`src/rtl/seq_frame_tx.sv`:
```
// seq_frame_tx: serializes a parallel payload into a "1011"-marked frame.
// Each accepted word becomes marker 1011, then the payload MSB-first with
// stuffed zeros, then IDLE_GAP zeros. The stuffing makes sure an overlapping
// "1011" detector watching x fires exactly once per frame, on the marker.
// Ports:
//   clk        - rising-edge clock
//   reset      - asynchronous, active-high reset
//   data_in    - payload word, captured only on accept
//   data_valid - payload word available
//   data_ready - registered; accept = data_valid & data_ready
//   x          - registered serial bit stream
//   busy       - high through MARK, DATA and GAP
//   done       - one-cycle pulse in the first GAP cycle
module seq_frame_tx #(
   parameter int unsigned DATA_W   = 8,
   parameter int unsigned IDLE_GAP = 2
) (
   input  logic              clk,
   input  logic              reset,
   input  logic [DATA_W-1:0] data_in,
   input  logic              data_valid,
   output logic              data_ready,
   output logic              x,
   output logic              busy,
   output logic              done
);

   localparam int unsigned BIT_W = $clog2(DATA_W + 1);
   localparam int unsigned GAP_W = $clog2(IDLE_GAP + 1);

   localparam logic [1:0] ST_IDLE = 2'd0;
   localparam logic [1:0] ST_MARK = 2'd1;
   localparam logic [1:0] ST_DATA = 2'd2;
   localparam logic [1:0] ST_GAP  = 2'd3;

   localparam logic [1:0] TRK_S0 = 2'd0;
   localparam logic [1:0] TRK_S1 = 2'd1;
   localparam logic [1:0] TRK_S2 = 2'd2;
   localparam logic [1:0] TRK_S3 = 2'd3;

   logic [1:0]        state_q, state_d;
   logic [1:0]        trk_q, trk_d;
   logic [DATA_W-1:0] shreg_q, shreg_d;
   logic [BIT_W-1:0]  bits_q, bits_d;
   logic [1:0]        mark_q, mark_d;
   logic [GAP_W-1:0]  gap_q, gap_d;
   logic              x_q, x_d;
   logic              ready_q, ready_d;
   logic              busy_q, busy_d;
   logic              done_q, done_d;
   logic              accept_c;

   // One step of the detector's "1011" state machine.
   function automatic logic [1:0] trk_step(input logic [1:0] s, input logic b);
      logic [1:0] n;
      case (s)
         TRK_S0:  n = b ? TRK_S1 : TRK_S0;
         TRK_S1:  n = b ? TRK_S1 : TRK_S2;
         TRK_S2:  n = b ? TRK_S3 : TRK_S0;
         default: n = b ? TRK_S1 : TRK_S2;
      endcase
      return n;
   endfunction

   assign accept_c   = data_valid & ready_q;
   assign data_ready = ready_q;
   assign x          = x_q;
   assign busy       = busy_q;
   assign done       = done_q;

   // Next-slot decision: state_d/x_d describe the slot driven after the edge.
   always_comb begin
      state_d = state_q;
      shreg_d = shreg_q;
      bits_d  = bits_q;
      mark_d  = mark_q;
      gap_d   = gap_q;
      x_d     = 1'b0;
      done_d  = 1'b0;

      case (state_q)
         ST_IDLE: begin
            if (accept_c) begin
               state_d = ST_MARK;
               x_d     = 1'b1;
               mark_d  = 2'd0;
               shreg_d = data_in;
               bits_d  = BIT_W'(DATA_W);
            end
         end
         ST_MARK: begin
            if (mark_q == 2'd3) begin
               // Tracker is S1 here, so the first payload bit never needs a stuff.
               state_d = ST_DATA;
               x_d     = shreg_q[DATA_W-1];
               shreg_d = shreg_q << 1;
               bits_d  = bits_q - BIT_W'(1);
            end else begin
               // Marker bits after the leading 1 are 0,1,1.
               mark_d = mark_q + 2'd1;
               x_d    = (mark_q != 2'd0);
            end
         end
         ST_DATA: begin
            if (bits_q == '0) begin
               state_d = ST_GAP;
               gap_d   = GAP_W'(1);
               done_d  = 1'b1;
            end else if (trk_q == TRK_S3) begin
               // "101" already on the line: a 0 here breaks any would-be 1011.
               x_d = 1'b0;
            end else begin
               x_d     = shreg_q[DATA_W-1];
               shreg_d = shreg_q << 1;
               bits_d  = bits_q - BIT_W'(1);
            end
         end
         default: begin
            if (gap_q == GAP_W'(IDLE_GAP)) begin
               if (accept_c) begin
                  state_d = ST_MARK;
                  x_d     = 1'b1;
                  mark_d  = 2'd0;
                  shreg_d = data_in;
                  bits_d  = BIT_W'(DATA_W);
               end else begin
                  state_d = ST_IDLE;
               end
            end else begin
               gap_d = gap_q + GAP_W'(1);
            end
         end
      endcase

      ready_d = (state_d == ST_IDLE) ||
                ((state_d == ST_GAP) && (gap_d == GAP_W'(IDLE_GAP)));
      busy_d  = (state_d != ST_IDLE);
      trk_d   = trk_step(trk_q, x_d);
   end

   // State and registered outputs.
   always_ff @(posedge clk or posedge reset) begin
      if (reset) begin
         state_q <= ST_IDLE;
         trk_q   <= TRK_S0;
         shreg_q <= '0;
         bits_q  <= '0;
         mark_q  <= 2'd0;
         gap_q   <= '0;
         x_q     <= 1'b0;
         ready_q <= 1'b0;
         busy_q  <= 1'b0;
         done_q  <= 1'b0;
      end else begin
         state_q <= state_d;
         trk_q   <= trk_d;
         shreg_q <= shreg_d;
         bits_q  <= bits_d;
         mark_q  <= mark_d;
         gap_q   <= gap_d;
         x_q     <= x_d;
         ready_q <= ready_d;
         busy_q  <= busy_d;
         done_q  <= done_d;
      end
   end

endmodule

```
`config.mk`:
```
export PLATFORM = sky130hd
export DESIGN_NAME = seq_frame_tx
export DESIGN_NICKNAME = d
export VERILOG_FILES = /design/src/rtl/seq_frame_tx.sv
export SDC_FILE = /design/constraint.sdc
export NUM_CORES = 1
export LEC_CHECK = 0
export CORE_MARGIN = 8
export CORE_UTILIZATION = 59
export DETAILED_ROUTE_END_ITERATION = 10
export PLACE_DENSITY_LB_ADDON = 0.25
export RECOVER_POWER = 100
export SETUP_SLACK_MARGIN = 0.1
export SLEW_MARGIN = 20
export SYNTH_ARGS = -nofsm -noshare
export SYNTH_HDL_FRONTEND = slang
export SYNTH_SLANG_ARGS = --single-unit
export TNS_END_PERCENT = 1
```
`constraint.sdc`:
```
create_clock -name clk -period 2.65 [get_ports clk]
set_input_delay 0.265 -clock clk [delete_from_list [all_inputs] [get_ports clk]]
set_output_delay 0.265 -clock clk [all_outputs]
set_load 0.01 [all_outputs]
```
==> impl_metrics.env, run 1 <==
export IMPL_outcome="finished clean"
export IMPL_synth_area_per_cell_um2=10.5
export IMPL_dr_total_vias=985
export IMPL_ys_flop_type="sky130_fd_sc_hd__dfrtp_1"
export IMPL_reg2reg_from="state_q[0]"
export IMPL_globalRoute_totalOverflow=0
export IMPL_finish_instance_area_um2=1500
export IMPL_holdCritPathClass="in -> async"
export IMPL_placed_area_um2=1500
export IMPL_syn2layout_area_growth_pct=9.53
export IMPL_setup_worst_path_end_class="register"
export IMPL_number_of_antenna_cells_inserted=0
export IMPL_final_setup_tns_ns=0
export IMPL_firstDrtPassIters=4
export IMPL_achievable_frequency_mhz=479
export IMPL_synth_cell_type_count=43
export IMPL_worst_case_headroom_to_the_max_slew_limit_pct=43.9
export IMPL_rsz0062_at_grt="no"
export IMPL_worst_slew_pin_transition_ns=0.841
export IMPL_required_arrival_time_at_the_worst_endpoint_ns=2.85
export IMPL_place_gp_congestion=0.900
export IMPL_detail_route_wirelength_um=2520
export IMPL_r2r_end="trk_q[1]"
export IMPL_ctsHtreeMaxLevel=1
export IMPL_most_common_cell_after_layout_fill_and_taps_aside="sky130_fd_sc_hd__dfrtp_1"
export IMPL_crit_path_start_kind="register"
export IMPL_finish_net_count=166
export IMPL_final_antenna_net_count=0
export IMPL_grt_first_pass_wirelength_um=4360
export IMPL_core_area_um2=2190
export IMPL_worstSetupPathType="reg -> reg"
export IMPL_post_cts_resize_count=0
export IMPL_postSynthRegisterBits=23
export IMPL_setup_worst_path_start="state_q[0]"
export IMPL_most_common_layout_cells="23 x sky130_fd_sc_hd__dfrtp_1, 11 x sky130_fd_sc_hd__inv_1, 10 x sky130_fd_sc_hd__nand2_1, 10 x sky130_fd_sc_hd__a21oi_1, 10 x sky130_fd_sc_hd__ha_1"
export IMPL_drt_initial_drc_count=61
export IMPL_synth_cell_area_um2=1370
export IMPL_number_of_remaining_drc_errors=0
export IMPL_number_of_i_o_port_buffers=14
export IMPL_async_flop_share_pct=100
export IMPL_timing_reg2reg_setup_slack_ns=0.56
export IMPL_final_min_clock_period_ns=2.09
export IMPL_slew_violations=0
export IMPL_arrival_ns=2.29
export IMPL_die_width_um=64.1
export IMPL_clk_latency_ns=0.31
export IMPL_layoutNonFillerInstCount=172
export IMPL_setup_viol=0
export IMPL_reg2regPathDepth=6
export IMPL_worstSetupEndpoint="trk_q[1]"
export IMPL_drv_cap=0
export IMPL_finClkSkew_ns=0.00908
export IMPL_power_ir_vdd_worst_v=0.000740
export IMPL_holdBufCountCts=0
export IMPL_grt_util_all_layers_pct=12.9
export IMPL_synth_yosys_warnings=0
export IMPL_cts_tree="yes"
export IMPL_post_place_ws_ns=0.742
export IMPL_cts_sinks=23
export IMPL_power_density_nw_per_um2=1250
export IMPL_leakagePower_nw=0.693
export IMPL_die_area_um2=4110
export IMPL_pin_count_of_the_biggest_net_entering_global_routing=24
export IMPL_dp_final_hpwl_um=1900
export IMPL_cts_root_buf="sky130_fd_sc_hd__clkbuf_4"
export IMPL_cts_inserted_buffers=3
export IMPL_num_io_pins=15
export IMPL_clock_tree_buffer_depth=2
export IMPL_floorplan_initialDensity_pct=62.3
export IMPL_row_count=17
export IMPL_via_count_of_the_first_global_routing_pass=976
export IMPL_setup_repair_bufs_after_cts=0
export IMPL_timing_final_ws_setup_ns=0.561
export IMPL_grt_antenna_before_repair=0
export IMPL_placed_cells=168
export IMPL_gate_count_after_technology_mapping=130
export IMPL_timing_final_crit_share_pct=78.8
export IMPL_post_layout_total_power_mw=1.87
export IMPL_clock_transition_at_the_registers_of_the_reported_paths_ns=0.13
export IMPL_floorplan_die_height_um=64.1
export IMPL_share_of_post_route_cells_with_drive_strength_above_1_pct=10.4
export IMPL_final_hold_viol_count=0
export IMPL_synth_edff_count=0
export IMPL_critical_path_peak_fanout=9
export IMPL_synth_nets=151
export IMPL_num_fill_cells=160
export IMPL_wl_per_cell_um=14.7
export IMPL_sequential_cell_area_fraction_in_the_yosys_report_pct=42.2
export IMPL_vias_per_cell=5.73
## final cells by class
| class | instances | area, um^2 | area share (%) |
|---|---|---|---|
| Timing Repair Buffer | 15 | 148 | 9.87 |
| Multi-Input combinational cell | 90 | 666 | 44.5 |
| Inverter | 12 | 45.0 | 3.01 |
| Tap cell | 28 | 35.0 | 2.34 |
| Clock buffer | 4 | 26.3 | 1.76 |
| Sequential cell | 23 | 576 | 38.5 |
## per-layer routing
layer,up-vias,GRT usage [%],wire length (um)
met5,-,0,0
met4,0,5.18,36
met3,4,2.44,70
met2,20,20.8,1210
met1,468,16.6,1210
li1,493,-,-
## critical path, cell delays in order (launching register included)
cell	delay (ns)
sky130_fd_sc_hd__dfrtp_1	0.44
sky130_fd_sc_hd__inv_1	0.13
sky130_fd_sc_hd__ha_1	0.36
sky130_fd_sc_hd__a21boi_4	0.29
sky130_fd_sc_hd__a221oi_2	0.08
sky130_fd_sc_hd__o21ai_0	0.35
sky130_fd_sc_hd__mux2_4	0.33
## synthesized netlist by cell type (2+ instances only)
cell type                   n  area [um^2]
sky130_fd_sc_hd__nor2b_1    2         12.5
sky130_fd_sc_hd__inv_1     11         41.3
sky130_fd_sc_hd__o21ai_0    6         30.0
sky130_fd_sc_hd__nor2_1     9         33.8
sky130_fd_sc_hd__nand2_1   10         37.5
sky130_fd_sc_hd__ha_1      10          125
sky130_fd_sc_hd__nor3_1     2         10.0
sky130_fd_sc_hd__nand2b_1   2         12.5
sky130_fd_sc_hd__nand4_1    2         12.5
sky130_fd_sc_hd__dfrtp_1   23          576
sky130_fd_sc_hd__a21oi_1   10         50.1
sky130_fd_sc_hd__a22o_2     2         20.0
sky130_fd_sc_hd__a32oi_1    2         17.5
sky130_fd_sc_hd__mux2i_1    8         80.1
sky130_fd_sc_hd__buf_6      3         33.8
## kinds of logic (layout without fill, tap and decap cells)
group	count (synthesis)	in the layout	share of synthesized area, %
mux	9	9	6.97
fa+ha+maj	10	10	9.17
simple gates	36	36	14.3
compound gates	35	35	20.4
buf+inv	17	31	7.06
flops	23	23	42.2
## sequential cells by signal (all words and copies together) (netlist names)
signal and count:
shreg_q 8, bits_q 4, gap_q 2, mark_q 2, state_q 2, busy 1
data_ready 1, done 1, trk_q 1, x 1
## per-stage QoR
| step | utilization [%] | hold slack [ns] |
|---|---|---|
| finish | 68.2 | 0.541 |
| global route | 68.2 | 0.562 |
| CTS | 69.5 | 0.454 |
| detailed placement | 68.3 | 0.520 |
| global placement | 68.3 | 0.506 |
| floorplan | - | 0.267 |
## power breakdown
group	leakage [nW]	total [mW]	internal, mW	switching, mW
Combinational	0.400	1.07	0.484	0.590
Clock	0.0150	0.161	0.0588	0.102
Sequential	0.278	0.635	0.517	0.118
Total	0.693	1.87	1.06	0.811
## worst min path at each step
stage / from / slack (ns) / end
2_1_floorplan: reset / 0.27 / bits_q[0]
6_report: reset / 0.54 / shreg_q[6]
5_1_grt: data_in[0] / 0.56 / shreg_q[0]
3_3_place_gp: shreg_q[6] / 0.51 / shreg_q[6]
4_1_cts: reset / 0.45 / shreg_q[6]
3_5_place_dp: shreg_q[6] / 0.52 / shreg_q[6]
Note: power is estimated with default switching activity, not from simulation.
==> inputs of run 2 (changes only) <==
--- a/config.mk
+++ b/config.mk
@@ -6,7 +6,7 @@
 export NUM_CORES = 1
 export LEC_CHECK = 0
 export CORE_MARGIN = 8
-export CORE_UTILIZATION = 59
+export CORE_UTILIZATION = 50
 export DETAILED_ROUTE_END_ITERATION = 10
 export PLACE_DENSITY_LB_ADDON = 0.25
 export RECOVER_POWER = 100
==> constraint.sdc (replaced) <==
create_clock -name clk -period 1.7 [get_ports clk]
set_input_delay 0.17 -clock clk [delete_from_list [all_inputs] [get_ports clk]]
set_output_delay 0.17 -clock clk [all_outputs]
set_load 0.01 [all_outputs]
==> impl_metrics.env, run 2 (synthesis results as in run 1) <==
export IMPL_reg2regPathDepth=6
export IMPL_grt_first_pass_wirelength_um=5160
export IMPL_worst_case_headroom_to_the_max_slew_limit_pct=13.0
export IMPL_cts_sinks=23
export IMPL_wl_per_cell_um=16.6
export IMPL_via_count_of_the_first_global_routing_pass=1108
export IMPL_dp_final_hpwl_um=2100
export IMPL_firstDrtPassIters=4
export IMPL_share_of_post_route_cells_with_drive_strength_above_1_pct=31.7
export IMPL_number_of_i_o_port_buffers=14
export IMPL_syn2layout_area_growth_pct=33.6
export IMPL_timing_final_ws_setup_ns=-0.0132
export IMPL_most_common_cell_after_layout_fill_and_taps_aside="sky130_fd_sc_hd__dfrtp_1"
export IMPL_min_delay_path_depth=2
export IMPL_ctsHtreeMaxLevel=1
export IMPL_dr_total_vias=1103
export IMPL_worstSetupPathType="reg -> reg"
export IMPL_critical_path_peak_fanout=6
export IMPL_core_area_um2=2660
export IMPL_timing_final_crit_share_pct=101
export IMPL_setup_viol=2
export IMPL_holdCritPathClass="in -> reg"
export IMPL_rsz0062_at_grt="yes"
export IMPL_r2r_end="data_ready"
export IMPL_number_of_antenna_cells_inserted=0
export IMPL_final_min_clock_period_ns=1.71
export IMPL_die_area_um2=4660
export IMPL_drv_cap=0
export IMPL_final_hold_viol_count=0
export IMPL_cts_inserted_buffers=3
export IMPL_detail_route_wirelength_um=3300
export IMPL_crit_path_start_kind="register"
export IMPL_finish_instance_area_um2=1820
export IMPL_achievable_frequency_mhz=584
export IMPL_row_count=19
export IMPL_fin_hold_ws_ns=0.464
export IMPL_number_of_remaining_drc_errors=0
export IMPL_clock_tree_buffer_depth=2
export IMPL_finClkSkew_ns=0.00518
export IMPL_floorplan_die_height_um=68.3
export IMPL_floorplan_initialDensity_pct=51.3
export IMPL_reg2reg_from="state_q[0]"
export IMPL_num_io_pins=15
export IMPL_final_antenna_net_count=0
export IMPL_placed_area_um2=1610
export IMPL_cts_root_buf="sky130_fd_sc_hd__clkbuf_4"
export IMPL_grt_antenna_before_repair=0
export IMPL_regMostFlops="shreg_q"
export IMPL_clk_latency_ns=0.32
export IMPL_post_layout_total_power_mw=3.87
export IMPL_clock_transition_at_the_registers_of_the_reported_paths_ns=0.13
export IMPL_place_gp_congestion=0.905
export IMPL_worst_slew_pin_transition_ns=1.30
export IMPL_slew_violations=0
export IMPL_largest_register_ff_count=8
export IMPL_required_arrival_time_at_the_worst_endpoint_ns=1.96
export IMPL_outcome="finished, violations left"
export IMPL_timing_reg2reg_setup_slack_ns=-0.01
export IMPL_holdBufCountCts=0
export IMPL_power_density_nw_per_um2=2120
export IMPL_grt_util_all_layers_pct=14.6
export IMPL_power_ir_vdd_worst_v=0.00151
export IMPL_timing_hold_worst_start="data_in[0]"
export IMPL_biggestRegsByFlops="shreg_q: 8 flops, bits_q: 4 flops"
export IMPL_leakagePower_nw=0.814
export IMPL_arrival_ns=1.97
export IMPL_globalRoute_totalOverflow=0
export IMPL_pin_count_of_the_biggest_net_entering_global_routing=24
export IMPL_die_width_um=68.3
export IMPL_failed_checks="negative setup slack"
export IMPL_worstHoldEndpoint="shreg_q[0]"
export IMPL_drt_initial_drc_count=42
export IMPL_cts_tree="yes"
export IMPL_vias_per_cell=5.57
export IMPL_finish_net_count=189
export IMPL_most_common_layout_cells="23 x sky130_fd_sc_hd__dfrtp_1, 19 x sky130_fd_sc_hd__buf_4, 12 x sky130_fd_sc_hd__clkdlybuf4s50_1"
export IMPL_setup_worst_path_end_class="register"
run 2: changes by cell type in the layout (fill, tap and decap cells not counted), sizes merged:
cell | previous run | this run
buf | 1 | 21
clkdlybuf4s50 | 9 | 12
dlygate4sd3 | 5 | 2
clkbuf | 4 | 6
o211a | 1 | 2
run 2: worst max path at each step:
stage / from / to / slack [ns] / depth (start not counted)
after floorplan: state_q[0] / trk_q[1] / 0.06 / 7
after global placement: state_q[1] / mark_q[1] / 0.05 / 5
after detailed placement: state_q[1] / mark_q[1] / 0.005 / 5
after CTS: state_q[1] / bits_q[3] / 0.03 / 7
after global routing: state_q[0] / shreg_q[4] / -0.08 / 8
final: state_q[0] / data_ready / -0.01 / 6
run 2: metrics by stage:
stage / std cells / util (%) / setup slack [ns] / TNS [ns]
floorplan: 130 / - / 0.0597 / 0
global placement: 182 / 60.3 / 0.0505 / 0
detailed placement: 182 / 60.3 / 0.00541 / 0
finish: 198 / 68.5 / -0.0132 / -0.0247
global route: 198 / 68.5 / -0.0763 / -0.757
CTS: 192 / 65.4 / 0.0309 / 0
run 2: cell type report:
class	instances	area, um^2
Fill cell	195	838
Multi-Input combinational cell	91	796
Sequential cell	23	576
Timing Repair Buffer	37	343
Inverter	12	45.0
Tap cell	31	38.8
Clock buffer	4	26.3
run 2: what timing repair did:
action | CTS | global route
endpoints found under the setup margin | 16 | 18
buffers inserted | 6 | 4
gates cloned | 0 | 2
gates resized for setup | 10 | 4
pin swaps | 5 | 6
run 2: power by group:
part	total (mW)	internal (mW)	switching, mW
Clock	0.258	0.0919	0.166
Sequential	0.998	0.805	0.193
Combinational	2.62	1.38	1.24
run 2: layer usage:
| layer | track usage (%) | vias to the layer above | routed length [um] |
|---|---|---|---|
| met2 | 24.6 | 20 | 1670 |
| met4 | 5.63 | 0 | 41 |
| met5 | 0 | - | 0 |
| li1 | - | 544 | - |
| met3 | 2.45 | 5 | 98 |
| met1 | 18.1 | 534 | 1490 |
run 2: worst max-delay path: stages (launching register included):
cell and delay (ns):
sky130_fd_sc_hd__dfrtp_1 0.46, sky130_fd_sc_hd__inv_2 0.14, sky130_fd_sc_hd__ha_4 0.18, sky130_fd_sc_hd__a21boi_4 0.24, sky130_fd_sc_hd__o311ai_1 0.14, sky130_fd_sc_hd__a221o_1 0.37, sky130_fd_sc_hd__o21ai_1 0.11
==> inputs of run 3 (changes only) <==
==> constraint.sdc (replaced) <==
create_clock -name clk -period 1.7 [get_ports clk]
set_input_delay 0.34 -clock clk [delete_from_list [all_inputs] [get_ports clk]]
set_output_delay 0.34 -clock clk [all_outputs]
set_load 0.01 [all_outputs]
==> impl_metrics.env, run 3 (synthesis results as in run 1) <==
export IMPL_holdCritPathClass="reg -> reg"
export IMPL_worstSetupPathType="reg -> reg"
export IMPL_floorplan_die_height_um=68.3
export IMPL_cts_root_buf="sky130_fd_sc_hd__clkbuf_4"
export IMPL_worst_slew_pin_transition_ns=0.600
export IMPL_final_antenna_net_count=0
export IMPL_num_fill_cells=184
export IMPL_clock_transition_at_the_registers_of_the_reported_paths_ns=0.13
export IMPL_row_count=19
export IMPL_arrival_ns=1.95
export IMPL_required_arrival_time_at_the_worst_endpoint_ns=1.91
export IMPL_pin_count_of_the_biggest_net_entering_global_routing=24
export IMPL_globalRoute_totalOverflow=0
export IMPL_core_area_um2=2660
export IMPL_ctsHtreeMaxLevel=1
export IMPL_post_place_ws_ns=-0.100
export IMPL_firstDrtPassIters=4
export IMPL_achievable_frequency_mhz=574
export IMPL_setup_worst_path_end_class="register"
export IMPL_grt_antenna_before_repair=0
export IMPL_most_common_cell_after_layout_fill_and_taps_aside="sky130_fd_sc_hd__dfrtp_1"
export IMPL_place_gp_congestion=0.902
export IMPL_drt_initial_drc_count=88
export IMPL_fin_hold_ws_ns=0.544
export IMPL_setup_viol=4
export IMPL_slew_violations=0
export IMPL_most_common_layout_cells="21 x sky130_fd_sc_hd__dfrtp_1, 16 x sky130_fd_sc_hd__buf_4, 11 x sky130_fd_sc_hd__clkdlybuf4s50_1"
export IMPL_leakagePower_nw=0.814
export IMPL_rsz0062_at_grt="yes"
export IMPL_outcome="finished, violations left"
export IMPL_cts_inserted_buffers=3
export IMPL_regMostFlops="shreg_q"
export IMPL_drv_cap=0
export IMPL_crit_path_start_kind="register"
export IMPL_failed_checks="negative setup slack"
export IMPL_finish_net_count=187
export IMPL_finish_instance_area_um2=1850
export IMPL_power_density_nw_per_um2=2180
export IMPL_timing_final_ws_setup_ns=-0.0428
export IMPL_number_of_remaining_drc_errors=0
export IMPL_placed_cells=184
export IMPL_num_io_pins=15
export IMPL_dr_total_vias=1170
export IMPL_die_width_um=68.3
export IMPL_worst_case_headroom_to_the_max_slew_limit_pct=60.0
export IMPL_holdBufCountCts=0
export IMPL_timing_final_crit_share_pct=103
export IMPL_layoutNonFillerInstCount=196
export IMPL_clock_tree_buffer_depth=2
export IMPL_grt_first_pass_wirelength_um=4710
export IMPL_largest_register_ff_count=8
export IMPL_number_of_i_o_port_buffers=14
export IMPL_share_of_post_route_cells_with_drive_strength_above_1_pct=37.6
export IMPL_floorplan_initialDensity_pct=51.3
export IMPL_critical_path_peak_fanout=8
export IMPL_cts_sinks=23
export IMPL_finClkSkew_ns=0.00139
export IMPL_grt_util_all_layers_pct=12.9
export IMPL_final_min_clock_period_ns=1.74
export IMPL_final_hold_viol_count=0
export IMPL_syn2layout_area_growth_pct=35.7
export IMPL_cts_tree="yes"
export IMPL_dp_final_hpwl_um=2060
export IMPL_detail_route_wirelength_um=3470
export IMPL_via_count_of_the_first_global_routing_pass=1068
export IMPL_vias_per_cell=5.97
export IMPL_wl_per_cell_um=17.7
export IMPL_power_ir_vdd_worst_v=0.00136
export IMPL_placed_area_um2=1620
export IMPL_die_area_um2=4660
export IMPL_final_setup_tns_ns=-0.0876
export IMPL_number_of_antenna_cells_inserted=0
export IMPL_clk_latency_ns=0.31
export IMPL_biggestRegsByFlops="shreg_q: 8 flops, bits_q: 4 flops"
-- run 3: cell types whose count changed in the layout (fill, tap and decap cells not counted), moves of 2 or more --
cell                            delta
sky130_fd_sc_hd__dlygate4sd2_1     +2
sky130_fd_sc_hd__nor2_1            -2
sky130_fd_sc_hd__dfrtp_1           -2
sky130_fd_sc_hd__clkbuf_1          -2
sky130_fd_sc_hd__a21oi_1           -2
sky130_fd_sc_hd__buf_4             -3
sky130_fd_sc_hd__ha_2              +2
sky130_fd_sc_hd__a21oi_2           +2
sky130_fd_sc_hd__dfrtp_2           +2
-- run 3: repair_timing --
item	CTS	global route
endpoints found under the hold margin	0	0
gates cloned	0	2
endpoints found under the setup margin	20	19
gates resized for setup	3	24
pin swaps	0	8
buffers inserted	0	6
-- run 3: per-stage QoR --
step	utilization [%]	total power, mW
2_1_floorplan	-	2.50
3_3_place_gp	60.9	2.97
3_5_place_dp	60.9	3.05
4_1_cts	61.9	3.31
5_1_grt	69.6	4.33
6_report	69.6	4.03
-- run 3: layer usage --
layer  up-vias  global-route usage (%)  share of wire (%)
met4         0                    4.09                1.9
met1       582                    16.4                 40
met5         -                       0                  0
met2        38                    21.5                 53
met3        10                    2.62                5.1
li1        540                       -                  -
-- run 3: area by class of cell --
| type | count | area, um^2 | share of cell area [%] |
|---|---|---|---|
| clock buffers | 3 | 22.5 | 1.22 |
| clock inverters | 1 | 5.00 | 0.270 |
| inverters | 12 | 47.5 | 2.57 |
| multi-input cells | 91 | 831 | 44.8 |
| flip-flops and latches | 23 | 578 | 31.2 |
| well taps | 31 | 38.8 | 2.09 |
| repair buffers | 35 | 330 | 17.8 |
-- run 3: final timing paths --
kind                                   end       start  slack [ns]  cells past startpoint
max in group asynchronous         gap_q[1]       reset        0.67                      3
worst min register to register  shreg_q[6]  shreg_q[6]        0.54                      2
worst max-delay path              trk_q[1]  state_q[1]       -0.04                      6
worst min-delay path            shreg_q[6]  shreg_q[6]        0.54                      2
worst max register to register    trk_q[1]  state_q[1]       -0.04                      6
min in group asynchronous       shreg_q[7]       reset        0.60                      3
-- run 3: report_power, final --
part | switching, mW | internal [mW] | leakage [nW]
logic | 1.34 | 1.41 | 0.521
registers | 0.216 | 0.810 | 0.275
clock network | 0.167 | 0.0879 | 0.0177
-- run 3: critical path, cell delays in order (launching register included) --
cell,delay (ns)
sky130_fd_sc_hd__dfrtp_2,0.48
sky130_fd_sc_hd__buf_6,0.14
sky130_fd_sc_hd__ha_4,0.18
sky130_fd_sc_hd__a21boi_4,0.17
sky130_fd_sc_hd__a221oi_2,0.28
sky130_fd_sc_hd__o21ai_2,0.10
sky130_fd_sc_hd__mux2_4,0.30
